===== config.mk =====
export PLATFORM = sky130hd
export DESIGN_NAME = mapper_mem_arbiter
export DESIGN_NICKNAME = d
export VERILOG_FILES = /design/src/rtl/mapper_mem_arbiter.sv
export SDC_FILE = /design/constraint.sdc
export NUM_CORES = 1
export LEC_CHECK = 0
export CORE_ASPECT_RATIO = 0.8
export CORE_UTILIZATION = 42
export CTS_CLUSTER_DIAMETER = 200
export DETAILED_ROUTE_END_ITERATION = 12
export GPL_TIMING_DRIVEN = 0
export PLACE_DENSITY_LB_ADDON = 0.1
export SLEW_MARGIN = 15
export SYNTH_ARGS = -nofsm -noshare
export SYNTH_HDL_FRONTEND = slang
export SYNTH_SLANG_ARGS = --single-unit

===== constraint.sdc =====
create_clock -name clk -period 1.8 [get_ports clk]
set_clock_uncertainty 0.1 [all_clocks]
set_input_delay 0.36 -clock clk [delete_from_list [all_inputs] [get_ports clk]]
set_output_delay 0.36 -clock clk [all_outputs]
set_load 0.02 [all_outputs]

===== src/rtl/mapper_mem_arbiter.sv =====
// mapper_mem_arbiter
//   Serialises mapper-translated PRG (CPU) and CHR (PPU) accesses onto one
//   shared memory port. Each side has a one-entry request latch. Grants are
//   round-robin when both sides are pending. Read data is returned in a
//   register, and a watchdog aborts an access when the memory never acks.
//
// Ports
//   clk, reset_n              clock, asynchronous active-low reset
//   prg_req/we/addr/wdata     PRG request strobe and access fields
//   prg_rdata, prg_done       PRG read data (held) and 1-cycle completion pulse
//   chr_*                     same as prg_*, for the CHR side
//   mem_req/we/addr/wdata     memory request, held until ack or timeout
//   mem_ack, mem_rdata        memory completion strobe, read data (same cycle)
//   overrun                   sticky: request dropped because its side was busy
//   timeout_err               sticky: watchdog expired on some access
module mapper_mem_arbiter #(
  parameter int ADDR_W  = 22,
  parameter int DATA_W  = 8,
  parameter int TIMEOUT = 64
) (
  input  logic              clk,
  input  logic              reset_n,
  input  logic              prg_req,
  input  logic              prg_we,
  input  logic [ADDR_W-1:0] prg_addr,
  input  logic [DATA_W-1:0] prg_wdata,
  output logic [DATA_W-1:0] prg_rdata,
  output logic              prg_done,
  input  logic              chr_req,
  input  logic              chr_we,
  input  logic [ADDR_W-1:0] chr_addr,
  input  logic [DATA_W-1:0] chr_wdata,
  output logic [DATA_W-1:0] chr_rdata,
  output logic              chr_done,
  output logic              mem_req,
  output logic              mem_we,
  output logic [ADDR_W-1:0] mem_addr,
  output logic [DATA_W-1:0] mem_wdata,
  input  logic              mem_ack,
  input  logic [DATA_W-1:0] mem_rdata,
  output logic              overrun,
  output logic              timeout_err
);

  localparam int CNT_W = (TIMEOUT > 1) ? $clog2(TIMEOUT + 1) : 1;
  // Expiry is detected one count early so mem_req stays high exactly TIMEOUT cycles.
  localparam logic [CNT_W-1:0] WD_LAST = (TIMEOUT == 0) ? '0 : CNT_W'(TIMEOUT - 1);

  typedef enum logic {S_IDLE, S_BUSY} state_e;
  typedef enum logic {SIDE_PRG, SIDE_CHR} side_e;

  state_e            state_q, state_d;
  side_e             last_grant_q, last_grant_d;
  logic [CNT_W-1:0]  wd_cnt_q, wd_cnt_d;

  logic              prg_pend_q, prg_pend_d;
  logic              prg_we_l_q, prg_we_l_d;
  logic [ADDR_W-1:0] prg_addr_l_q, prg_addr_l_d;
  logic [DATA_W-1:0] prg_wdata_l_q, prg_wdata_l_d;
  logic              chr_pend_q, chr_pend_d;
  logic              chr_we_l_q, chr_we_l_d;
  logic [ADDR_W-1:0] chr_addr_l_q, chr_addr_l_d;
  logic [DATA_W-1:0] chr_wdata_l_q, chr_wdata_l_d;

  logic              mem_req_q, mem_req_d;
  logic              mem_we_q, mem_we_d;
  logic [ADDR_W-1:0] mem_addr_q, mem_addr_d;
  logic [DATA_W-1:0] mem_wdata_q, mem_wdata_d;
  logic [DATA_W-1:0] prg_rdata_q, prg_rdata_d;
  logic              prg_done_q, prg_done_d;
  logic [DATA_W-1:0] chr_rdata_q, chr_rdata_d;
  logic              chr_done_q, chr_done_d;
  logic              overrun_q, overrun_d;
  logic              timeout_q, timeout_d;

  logic              expire;
  logic              prg_clr, chr_clr;
  side_e             pick;

  assign expire = (TIMEOUT != 0) && (wd_cnt_q == WD_LAST);

  always_comb begin
    state_d       = state_q;
    last_grant_d  = last_grant_q;
    wd_cnt_d      = wd_cnt_q;
    prg_pend_d    = prg_pend_q;
    prg_we_l_d    = prg_we_l_q;
    prg_addr_l_d  = prg_addr_l_q;
    prg_wdata_l_d = prg_wdata_l_q;
    chr_pend_d    = chr_pend_q;
    chr_we_l_d    = chr_we_l_q;
    chr_addr_l_d  = chr_addr_l_q;
    chr_wdata_l_d = chr_wdata_l_q;
    mem_req_d     = mem_req_q;
    mem_we_d      = mem_we_q;
    mem_addr_d    = mem_addr_q;
    mem_wdata_d   = mem_wdata_q;
    prg_rdata_d   = prg_rdata_q;
    chr_rdata_d   = chr_rdata_q;
    prg_done_d    = 1'b0;
    chr_done_d    = 1'b0;
    overrun_d     = overrun_q;
    timeout_d     = timeout_q;
    prg_clr       = 1'b0;
    chr_clr       = 1'b0;
    pick          = SIDE_PRG;

    unique case (state_q)
      S_IDLE: begin
        wd_cnt_d = '0;
        if (prg_pend_q || chr_pend_q) begin
          if (prg_pend_q && chr_pend_q) begin
            pick = (last_grant_q == SIDE_PRG) ? SIDE_CHR : SIDE_PRG;
          end else begin
            pick = prg_pend_q ? SIDE_PRG : SIDE_CHR;
          end
          state_d      = S_BUSY;
          last_grant_d = pick;
          mem_req_d    = 1'b1;
          if (pick == SIDE_PRG) begin
            mem_we_d    = prg_we_l_q;
            mem_addr_d  = prg_addr_l_q;
            mem_wdata_d = prg_wdata_l_q;
          end else begin
            mem_we_d    = chr_we_l_q;
            mem_addr_d  = chr_addr_l_q;
            mem_wdata_d = chr_wdata_l_q;
          end
        end
      end
      S_BUSY: begin
        // last_grant_q names the side owning the in-flight access.
        if (mem_ack || expire) begin
          state_d   = S_IDLE;
          mem_req_d = 1'b0;
          wd_cnt_d  = '0;
          if (!mem_ack) timeout_d = 1'b1;
          if (last_grant_q == SIDE_PRG) begin
            prg_done_d = 1'b1;
            prg_clr    = 1'b1;
            if (!mem_we_q) prg_rdata_d = mem_ack ? mem_rdata : '1;
          end else begin
            chr_done_d = 1'b1;
            chr_clr    = 1'b1;
            if (!mem_we_q) chr_rdata_d = mem_ack ? mem_rdata : '1;
          end
        end else if (TIMEOUT != 0) begin
          wd_cnt_d = wd_cnt_q + CNT_W'(1);
        end
      end
      default: state_d = S_IDLE;
    endcase

    // A request landing on the completing edge of its own side is accepted.
    if (prg_req && (!prg_pend_q || prg_clr)) begin
      prg_pend_d    = 1'b1;
      prg_we_l_d    = prg_we;
      prg_addr_l_d  = prg_addr;
      prg_wdata_l_d = prg_wdata;
    end else if (prg_req) begin
      overrun_d = 1'b1;
    end else if (prg_clr) begin
      prg_pend_d = 1'b0;
    end

    if (chr_req && (!chr_pend_q || chr_clr)) begin
      chr_pend_d    = 1'b1;
      chr_we_l_d    = chr_we;
      chr_addr_l_d  = chr_addr;
      chr_wdata_l_d = chr_wdata;
    end else if (chr_req) begin
      overrun_d = 1'b1;
    end else if (chr_clr) begin
      chr_pend_d = 1'b0;
    end
  end

  always_ff @(posedge clk or negedge reset_n) begin
    if (!reset_n) begin
      state_q       <= S_IDLE;
      last_grant_q  <= SIDE_CHR;
      wd_cnt_q      <= '0;
      prg_pend_q    <= 1'b0;
      prg_we_l_q    <= 1'b0;
      prg_addr_l_q  <= '0;
      prg_wdata_l_q <= '0;
      chr_pend_q    <= 1'b0;
      chr_we_l_q    <= 1'b0;
      chr_addr_l_q  <= '0;
      chr_wdata_l_q <= '0;
      mem_req_q     <= 1'b0;
      mem_we_q      <= 1'b0;
      mem_addr_q    <= '0;
      mem_wdata_q   <= '0;
      prg_rdata_q   <= '0;
      prg_done_q    <= 1'b0;
      chr_rdata_q   <= '0;
      chr_done_q    <= 1'b0;
      overrun_q     <= 1'b0;
      timeout_q     <= 1'b0;
    end else begin
      state_q       <= state_d;
      last_grant_q  <= last_grant_d;
      wd_cnt_q      <= wd_cnt_d;
      prg_pend_q    <= prg_pend_d;
      prg_we_l_q    <= prg_we_l_d;
      prg_addr_l_q  <= prg_addr_l_d;
      prg_wdata_l_q <= prg_wdata_l_d;
      chr_pend_q    <= chr_pend_d;
      chr_we_l_q    <= chr_we_l_d;
      chr_addr_l_q  <= chr_addr_l_d;
      chr_wdata_l_q <= chr_wdata_l_d;
      mem_req_q     <= mem_req_d;
      mem_we_q      <= mem_we_d;
      mem_addr_q    <= mem_addr_d;
      mem_wdata_q   <= mem_wdata_d;
      prg_rdata_q   <= prg_rdata_d;
      prg_done_q    <= prg_done_d;
      chr_rdata_q   <= chr_rdata_d;
      chr_done_q    <= chr_done_d;
      overrun_q     <= overrun_d;
      timeout_q     <= timeout_d;
    end
  end

  assign prg_rdata   = prg_rdata_q;
  assign prg_done    = prg_done_q;
  assign chr_rdata   = chr_rdata_q;
  assign chr_done    = chr_done_q;
  assign mem_req     = mem_req_q;
  assign mem_we      = mem_we_q;
  assign mem_addr    = mem_addr_q;
  assign mem_wdata   = mem_wdata_q;
  assign overrun     = overrun_q;
  assign timeout_err = timeout_q;

endmodule

Word level (Yosys, flattened, before mapping)
Index checks and enable logic that the tools add are counted.

Flip-flop bits (word level): 125. Input bits: 75. Word-level logic and storage cells: 81.

Add/subtract/negate cells: 1. Equal/unequal tests: 5. Multiplexer cells: 32. Bitwise operators: 4. Reduce and logical (&&, ||, !) cells: 18.

Operator list (count): two-way mux 1 bit (25); two-way mux 22 bit (1); two-way mux 8 bit (2); case mux 7 bit (2 select lines) (1); AND reduction 2 bit (4); AND reduction 4 bit (2); adder 7 x 1 -> 7 bit, second input constant (1); == test 7 x 6 -> 1 bit, second input constant (1); two-way mux 7 bit (1); != test 2 x 1 -> 1 bit, second input constant (3); logical OR 1 bit (4); NOT 1 bit (4); case mux 1 bit (2 select lines) (2); nonzero test 2 bit (2); logical AND 1 bit (3); AND reduction 3 bit (1); zero test 1 bit (2); != test 2 bit, second input constant (1).

Depth between registers and ports, before layout
Gate-level depths: netlist of the first run.

Depth in word-level cells: 9. Mapped depth: 6. Depth with buffers taken out: 5.

Worst setup path before layout of the first run
OpenSTA, ideal clock, no wires.

Kind: register -> register. From: register wd_cnt_q[0]. To: register prg_addr_l_q[0]. Setup time: 0.125 ns. Arrival: 1.712 ns. Required time: 1.575 ns. Setup slack: -0.137 ns. Cell stages (with the launch flop): 7. Path through: dfrtp_1 -> ha_1 -> nand4b_4 -> nor4_2 -> a211oi_2 -> buf_6 -> mux2_4.

Word-level cells in the longest chain between the ends: 6.

Ends and longest elaborated chain: start, declared (RTL line 54) `logic [CNT_W-1:0] wd_cnt_q, wd_cnt_d;`; start signal, assigned (RTL line 204) `wd_cnt_q <= wd_cnt_d;`; == test 7 x 6 -> 1 bit (RTL line 80) `assign expire = (TIMEOUT != 0) && (wd_cnt_q == WD_LAST);`; logical OR 1 bit (RTL line 133) `if (mem_ack || expire) begin`; two-way mux 1 bit (RTL line 133); two-way mux 1 bit (RTL line 108) `unique case (state_q)`; logical OR 1 bit (RTL line 155) `if (prg_req && (!prg_pend_q || prg_clr)) begin`; logical AND 1 bit (RTL line 155); end signal, assigned (RTL line 207) `prg_addr_l_q <= prg_addr_l_d;`; end, declared (RTL line 58) `logic [ADDR_W-1:0] prg_addr_l_q, prg_addr_l_d;`.

Every way passes these cells. A chain may end at the register's enable or synchronous reset.

Final worst setup path of the first run
From: register wd_cnt_q[1]. To: register chr_addr_l_q[13].

Word-level cells in the longest chain between the ends: 6.

Ends and longest elaborated chain: == test 7 x 6 -> 1 bit (RTL line 80); logical OR 1 bit (RTL line 133); two-way mux 1 bit (RTL line 133); two-way mux 1 bit (RTL line 108); logical OR 1 bit (RTL line 166) `if (chr_req && (!chr_pend_q || chr_clr)) begin`; logical AND 1 bit (RTL line 166); end signal, assigned (RTL line 211) `chr_addr_l_q <= chr_addr_l_d;`; end, declared (RTL line 62) `logic [ADDR_W-1:0] chr_addr_l_q, chr_addr_l_d;`.

Every way passes these cells.

==> flow_summary_export.csv, run 1 <==
group,metric,value,unit
yosys,synth_seq_area_share,0.5810,
cells_and_area,layout.area.seq,3131,um^2
drt,vias,3513,
yosys,yosys_warnings,0,
cts,clk_pin_slew,0.06,ns
timing,worstMarginPinSlew,0.6838,ns
floorplanning,core_area,12340,um^2
power_and_ir_drop,p_sw_frac,0.3321,
yosys,ys.flop_type,"dfrtp_1",
cells_and_area,area_growth,43.51,%
yosys,synth_xor_area_frac,0.004878,
worst_setup_path,critical-path-top-delay-family,"flip-flops",
floorplanning,die_x,128.6,um
cells_and_area,finish.instance_area,7730,um^2
power_and_ir_drop,clockPowerShare,0.245,
grt,first_global_vias,3728,
yosys,synthesis.area,5386,um^2
worst_setup_path,path_cells,"ha_4 > nand4b_4 > nor2_4 > a41oi_4 > buf_12 > buf_12 > mux2_4",
drt,drc,0,
power_and_ir_drop,switchingPower,4.581,mW
drt,post_drt_wl_per_cell,16.68,um
yosys,synth_top_area_frac,0.5761,
cts,clock_sinks,125,
floorplanning,die_h,103.3,um
yosys,syn-num-nets,457,
yosys,synthCells,381,
grt,gr-total-overflow,0,
yosys,synth_compound_area_frac,0.05389,
power_and_ir_drop,peakVddDrop,917.0,uV
cells_and_area,final_util,0.6263,
yosys,synth_commonest_cells,"dfrtp_1 (124), mux2_4 (60), nand2_1 (40)",
timing,post-route-min-period,1.873,ns
power_and_ir_drop,power,13.79,mW
worst_setup_path,reg2reg_to,"chr_addr_l_q[13]$_DFFE_PN0P_",
drt,via_per_inst,4.852,
timing,fin_crit_sh,1.040,
timing,hold_violations,0,
floorplanning,start_util,0.4364,
cts,h-tree-depth,4,
worst_setup_path,critPathMaxFanout,10,
cts,cts_root_buffer,"clkbuf_16",
yosys,ys_types,36,
cells_and_area,num_antenna_cells,0,
yosys,synth_area_leaders,"dfrtp_1 (58%), mux2_4 (17%), mux2i_1 (5.8%), mux2_2 (3.8%), o21ai_0 (3.4%)",
power_and_ir_drop,p_int,9.214,mW
drt,dr.pass1.iters,4,
power_and_ir_drop,comb_power_share,0.399,
job,drv_cap,0,
worst_setup_path,cp_num_buf_inv,2,
floorplanning,pin_count,127,
floorplanning,rows,36,
cts,clk_path_buf_depth,2,
yosys,synth_top_area_cell,"dfrtp_1",
cts,worstSkewPairLatency,0.41,ns
timing,final_max_slew_viol_count,0,
yosys,synthAdderAreaFrac,0.002323,
place,dpl-instance-area,6914,um^2
worst_setup_path,start_kind,"flop",
place,io_buffer_count,126,
yosys,synth-seq-cells,125,
power_and_ir_drop,pwr-share-seq,0.356,
timing,rsz0062_at_grt,"true",
timing,fmax,534.0,MHz
grt,antenna_found_initial,0,
worst_setup_path,max_stage_delay,0.39,ns
timing,relSlewSlack,0.5442,
worst_setup_path,cp-end-kind,"flop",
cts,tritoncts,"built",
grt,grt_usage,0.1987,
drt,drt-initial-drc-count,168,
yosys,yosys-mux-area-fraction,0.2625,
drt,antenna_left,0,
power_and_ir_drop,leakagePower,3.744,nW
cells_and_area,multiInputGateArea,2187,um^2
hold_path,min_path_type,"reg -> reg",
worst_setup_path,path_class,"reg -> reg",
drt,wl,12070,um
hold_path,worst_hold_path.endpoint,"mem_addr[3]$_DFFE_PN0P_",
worst_setup_path,path_common_cell,"buf_12",
timing,setup_violations,61,
hold_path,hold_depth,2,
yosys,post_synth.cell_area_avg,14.14,um^2
floorplanning,dieArea,13280,um^2
worst_setup_path,cp.required,1.99,ns
cts,cts_made_buffers,17,
yosys,synth_edf_count,0,
cells_and_area,fin_nets,616,
timing,setup_ws,-0.07268,ns
hold_path,min-delay-start,"mem_addr[3]$_DFFE_PN0P_",
outcome,violations,"setup timing",
worst_setup_path,reg2reg_from,"wd_cnt_q[1]$_DFF_PN0_",
place,routabilityCongestion,0.7544,
yosys,synth-simple-area-share,0.06945,
yosys,synth_top_family_by_area,"multiplexers",
worst_setup_path,rrSetupSlack,-0.07,ns
outcome,outcome,"finished, violations left",
power_and_ir_drop,power_density,1785,nW/um^2
yosys,asyncSetResetFlopFracSynth,1.000,
yosys,yosysMostFrequentCell,"dfrtp_1",
cells_and_area,fillers,982,
grt,grt_max_degree,74,
grt,grt_pass1_wl,19590,um
worst_setup_path,worst_ep_arrival_time,2.06,ns
worst_setup_path,reg2regPathDepth,7,
cells_and_area,layout-drive-gt1-share,0.2893,
worst_setup_path,cpMaxStageDelayCell,"dfrtp_1",
place,dp_hpwl,8044,um
flip-flops by register name, indices dropped and copies added (netlist names), 7 cells and up:
name and cells:
prg_rdata 8, chr_rdata 8, prg_addr_l_q 22, wd_cnt_q 7, prg_wdata_l_q 8, mem_wdata 8, mem_addr 22, chr_addr_l_q 22
chr_wdata_l_q 8
worst reg2reg max path: stages, from the launching register on:
cell,delay [ns]
dfrtp_1,0.39
ha_4,0.16
nand4b_4,0.16
nor2_4,0.16
a41oi_4,0.15
buf_12,0.18
buf_12,0.15
mux2_4,0.30
cells in the final DEF, fill, tap and decap left out, drive strengths merged, types with 7 or more instances in the layout:
master | Yosys | routed
nand2b | 10 | 10
clkdlybuf4s50 | 0 | 72
mux2 | 78 | 78
nor2 | 8 | 8
inv | 5 | 7
clkbuf | 7 | 26
clkinv | 0 | 7
buf | 10 | 24
dlygate4sd2 | 0 | 52
o21ai | 38 | 38
mux2i | 31 | 31
nand2 | 42 | 42
dfrtp | 124 | 124
power by group through the flow:
stage	sequential [mW]	combinational, mW	clock (mW)
6_report	4.91	5.50	3.39
5_1_grt	5.08	5.95	3.59
4_1_cts	4.91	5.53	3.45
3_5_place_dp	4.95	5.58	0
3_3_place_gp	4.90	5.47	0
2_1_floorplan	5.42	3.00	0
metal layers:
layer / vias to the layer above / global-route usage / part of all wire
li1: 1645 / - / -
met2: 106 / 0.3102 / 0.46
met3: 16 / 0.05967 / 0.058
met4: 0 / 0.07602 / 0.014
met5: - / 0 / 0
met1: 1746 / 0.2630 / 0.46
cells by family (layout without fill, tap and decap cells):
kind of cell / after synthesis / after routing
AOI/OAI and AO/OA: 48 / 48
xor gates and xnor gates: 3 / 3
adders and majority gates: 1 / 1
buffers and inverters: 22 / 194
DFF: 125 / 125
muxes: 109 / 109
and+or+nand+nor: 73 / 73
final cells by class:
type	count	share of cell area
Clock inverter	13	0.01797
Multi-Input combinational cell	234	0.2829
Inverter	5	0.002428
Buffer	17	0.02590
Timing Repair Buffer	140	0.1795
Tap cell	171	0.02768
Clock buffer	19	0.05859
Sequential cell	125	0.4050
per-stage QoR:
stage	TNS [ns]	hold WS (ns)	instances	setup slack, ns
2_1_floorplan	0	-0.03559	381	0.0002812
3_3_place_gp	-627.82	0.3602	678	-4.690
3_5_place_dp	-43.38	0.3341	679	-0.6350
4_1_cts	-2.843	0.3802	721	-0.06553
5_1_grt	-7.743	0.4134	724	-0.1548
6_report	-3.384	0.3737	724	-0.07268
worst max path at each step:
stage / start / to / slack (ns) / cells past startpoint
4_1_cts: wd_cnt_q[1]$_DFF_PN0_ / prg_addr_l_q[4]$_DFFE_PN0P_ / -0.07 / 7
3_3_place_gp: reset_n / prg_addr_l_q[14]$_DFFE_PN0P_ / -4.69 / 1
3_5_place_dp: prg_req / prg_wdata_l_q[2]$_DFFE_PN0P_ / -0.63 / 5
5_1_grt: wd_cnt_q[0]$_DFF_PN0_ / chr_addr_l_q[8]$_DFFE_PN0P_ / -0.15 / 7
6_report: wd_cnt_q[1]$_DFF_PN0_ / chr_addr_l_q[13]$_DFFE_PN0P_ / -0.07 / 7
2_1_floorplan: last_grant_q$_DFFE_PN1P_ / prg_addr_l_q[0]$_DFFE_PN0P_ / 0.0003 / 5
timing repair:
item	CTS	global route
resized for setup	83	10
setup endpoints to repair	153	111
hold endpoints to repair	71	0
hold buffers	1	0
setup buffers	7	3
cloned	2	0
pin swaps	2	1
(Power assumes the default switching activity.)
==> run 2: changes to the inputs <==
--- a/config.mk
+++ b/config.mk
@@ -6,12 +6,12 @@
 export NUM_CORES = 1
 export LEC_CHECK = 0
 export CORE_ASPECT_RATIO = 0.8
-export CORE_UTILIZATION = 42
+export CORE_UTILIZATION = 40
 export CTS_CLUSTER_DIAMETER = 200
 export DETAILED_ROUTE_END_ITERATION = 12
 export GPL_TIMING_DRIVEN = 0
 export PLACE_DENSITY_LB_ADDON = 0.1
-export SLEW_MARGIN = 15
+export SLEW_MARGIN = 0
 export SYNTH_ARGS = -nofsm -noshare
 export SYNTH_HDL_FRONTEND = slang
 export SYNTH_SLANG_ARGS = --single-unit
==> run 2 against run 1 <==
The flow still finishes with violations (setup timing). Power up 1.9%. Combinational power about the same. Global-route usage down 0.99 points. Final area up 0.62%. Cell count up 0.69%. Sequential power about the same. Worst setup slack better by 0.0056 ns. Wire length up 1.1%. Maximum frequency up 0.30%. Non-clock buffer count up 1. Critical path type unchanged. Largest cell class unchanged. Largest power group unchanged. Highest routed layer unchanged.
==> flow_summary_export.csv, run 2 (synthesis gave the netlist of run 1 again) <==
group,metric,value,unit
cells_and_area,final_common_cell,"dfrtp_1",
worst_setup_path,worst_ep_arrival_time,2.06,ns
outcome,violations,"setup timing",
power_and_ir_drop,power_density,1807,nW/um^2
cts,worstSkewPairLatency,0.41,ns
place,dp_slack,-0.6309,ns
power_and_ir_drop,power,14.05,mW
timing,fin_crit_sh,1.037,
cells_and_area,fin_nets,617,
grt,grt_pass1_wl,19830,um
timing,hold_violations,0,
cts,tritoncts,"built",
grt,grt_max_degree,71,
cts,cts_root_buffer,"clkbuf_16",
drt,via_per_inst,4.781,
worst_setup_path,cp-end-kind,"flop",
grt,gr-total-overflow,0,
drt,drc,0,
floorplanning,pin_count,127,
timing,rsz0062_at_grt,"true",
timing,holdWs,0.3562,ns
drt,vias,3485,
job,drv_cap,0,
cts,cts_made_buffers,17,
timing,post-route-min-period,1.867,ns
worst_setup_path,start_kind,"flop",
worst_setup_path,reg2regPathDepth,7,
cells_and_area,fillers,1031,
hold_path,hold_depth,1,
grt,antenna_found_initial,0,
floorplanning,core_area,13010,um^2
cells_and_area,area_growth,44.39,%
power_and_ir_drop,peakVddDrop,850.9,uV
grt,first_global_vias,3754,
cells_and_area,num_antenna_cells,0,
drt,dr.pass1.iters,4,
cells_and_area,finalNonFillerCells,729,
timing,timing.setup.tns,-3.104,ns
timing,final_max_slew_viol_count,0,
floorplanning,die_x,131.7,um
floorplanning,start_util,0.4141,
cts,h-tree-depth,4,
worst_setup_path,path_class,"reg -> reg",
timing,setup_ws,-0.06713,ns
timing,relSlewSlack,0.6176,
floorplanning,die_h,105.8,um
hold_path,min-delay-start,"timeout_err$_DFFE_PN0P_",
outcome,outcome,"finished, violations left",
cts,clk_path_buf_depth,2,
place,io_buffer_count,126,
hold_path,worst_hold_path.endpoint,"timeout_err$_DFFE_PN0P_",
place,placed_cells,683,
place,routabilityCongestion,0.8005,
drt,antenna_left,0,
timing,setup_violations,61,
drt,post_drt_wl_per_cell,16.74,um
hold_path,min_path_type,"reg -> reg",
place,dp_hpwl,7976,um
timing,fmax,535.6,MHz
grt,grt_usage,0.1888,
floorplanning,rows,37,
drt,wl,12200,um
worst_setup_path,reg2reg_from,"wd_cnt_q[1]$_DFF_PN0_",
cells_and_area,most-common-layout-cells,"dfrtp_1 (123), clkdlybuf4s50_1 (72), mux2_4 (60)",
power_and_ir_drop,leakagePower,3.770,nW
worst_setup_path,cp.required,1.99,ns
worst_setup_path,critPathMaxFanout,10,
drt,drt-initial-drc-count,210,
cts,clock_sinks,125,
cells_and_area,layout-drive-gt1-share,0.2870,
worst_setup_path,reg2reg_to,"prg_addr_l_q[18]$_DFFE_PN0P_",
timing,worstMarginPinSlew,0.5677,ns
cts,clk_pin_slew,0.06,ns
worst_setup_path,rrSetupSlack,-0.07,ns
floorplanning,dieArea,13940,um^2
run 2: changes by cell type in the layout (fill, tap and decap cells not counted), sizes merged:
cell / previous run / this run
bufinv: 2 / 4
buf: 24 / 25
clkinv: 7 / 6
dlygate4sd2: 52 / 51
dlymetal6s2s: 1 / 2
inv: 7 / 6
run 2: where the power goes:
| group | internal [mW] | switching (mW) | leakage (nW) | total (mW) |
|---|---|---|---|---|
| Clock | 2.36 | 1.28 | 0.304 | 3.64 |
| Sequential | 4.14 | 0.769 | 1.48 | 4.91 |
| Combinational | 2.96 | 2.54 | 1.98 | 5.50 |
| Total | 9.46 | 4.59 | 3.77 | 14.1 |
run 2: cell type report:
class	instances	area (um^2)	area share
inverters	5	18.77	0.002413
clock buffers	19	442.9	0.05695
well taps	175	219.0	0.02815
plain buffers	17	195.2	0.02510
multi-input cells	234	2187	0.2812
flip-flops and latches	125	3131	0.4025
repair buffers	141	1395	0.1794
clock inverters	13	188.9	0.02429
run 2: layer usage:
metal / part of all wire / wire length, um / vias up / GRT usage
met2: 0.47 / 5689 / 92 / 0.2910
met4: 0.0091 / 111 / 0 / 0.06561
met1: 0.47 / 5731 / 1731 / 0.2475
met5: 0 / 0 / - / 0
li1: - / - / 1652 / -
met3: 0.055 / 671 / 10 / 0.06494
run 2: worst max-delay path by stage:
stage | startpoint | to | slack [ns]
floorplan | last_grant_q$_DFFE_PN1P_ | prg_addr_l_q[0]$_DFFE_PN0P_ | 0.0003
global placement | reset_n | chr_addr_l_q[9]$_DFFE_PN0P_ | -4.62
detailed placement | prg_req | prg_wdata_l_q[4]$_DFFE_PN0P_ | -0.63
CTS | wd_cnt_q[1]$_DFF_PN0_ | prg_addr_l_q[10]$_DFFE_PN0P_ | -0.08
global route | wd_cnt_q[1]$_DFF_PN0_ | chr_addr_l_q[5]$_DFFE_PN0P_ | -0.12
finish | wd_cnt_q[1]$_DFF_PN0_ | prg_addr_l_q[18]$_DFFE_PN0P_ | -0.07
run 2: stage by stage:
stage | instance area, um^2 | util
finish | 7777 | 0.5979
global route | 7777 | 0.5979
CTS | 7709 | 0.5926
detailed placement | 6919 | 0.5319
global placement | 6890 | 0.5297
floorplan | 5410 | -
run 2: timing repair:
| action | CTS | global route |
|---|---|---|
| pin swaps | 2 | 1 |
| hold endpoints to repair | 54 | 0 |
| gates cloned | 2 | 0 |
| buffers inserted | 7 | 4 |
| hold buffers | 1 | 0 |
| setup endpoints to repair | 152 | 109 |
| gates resized for setup | 73 | 18 |
run 2: worst max-delay path: stages, from the launching register on:
cell and delay, ns:
dfrtp_1 0.41, ha_4 0.18, nand4b_4 0.14, nor4_4 0.06
a211oi_4 0.22, buf_6 0.18, buf_12 0.16, mux2_4 0.31
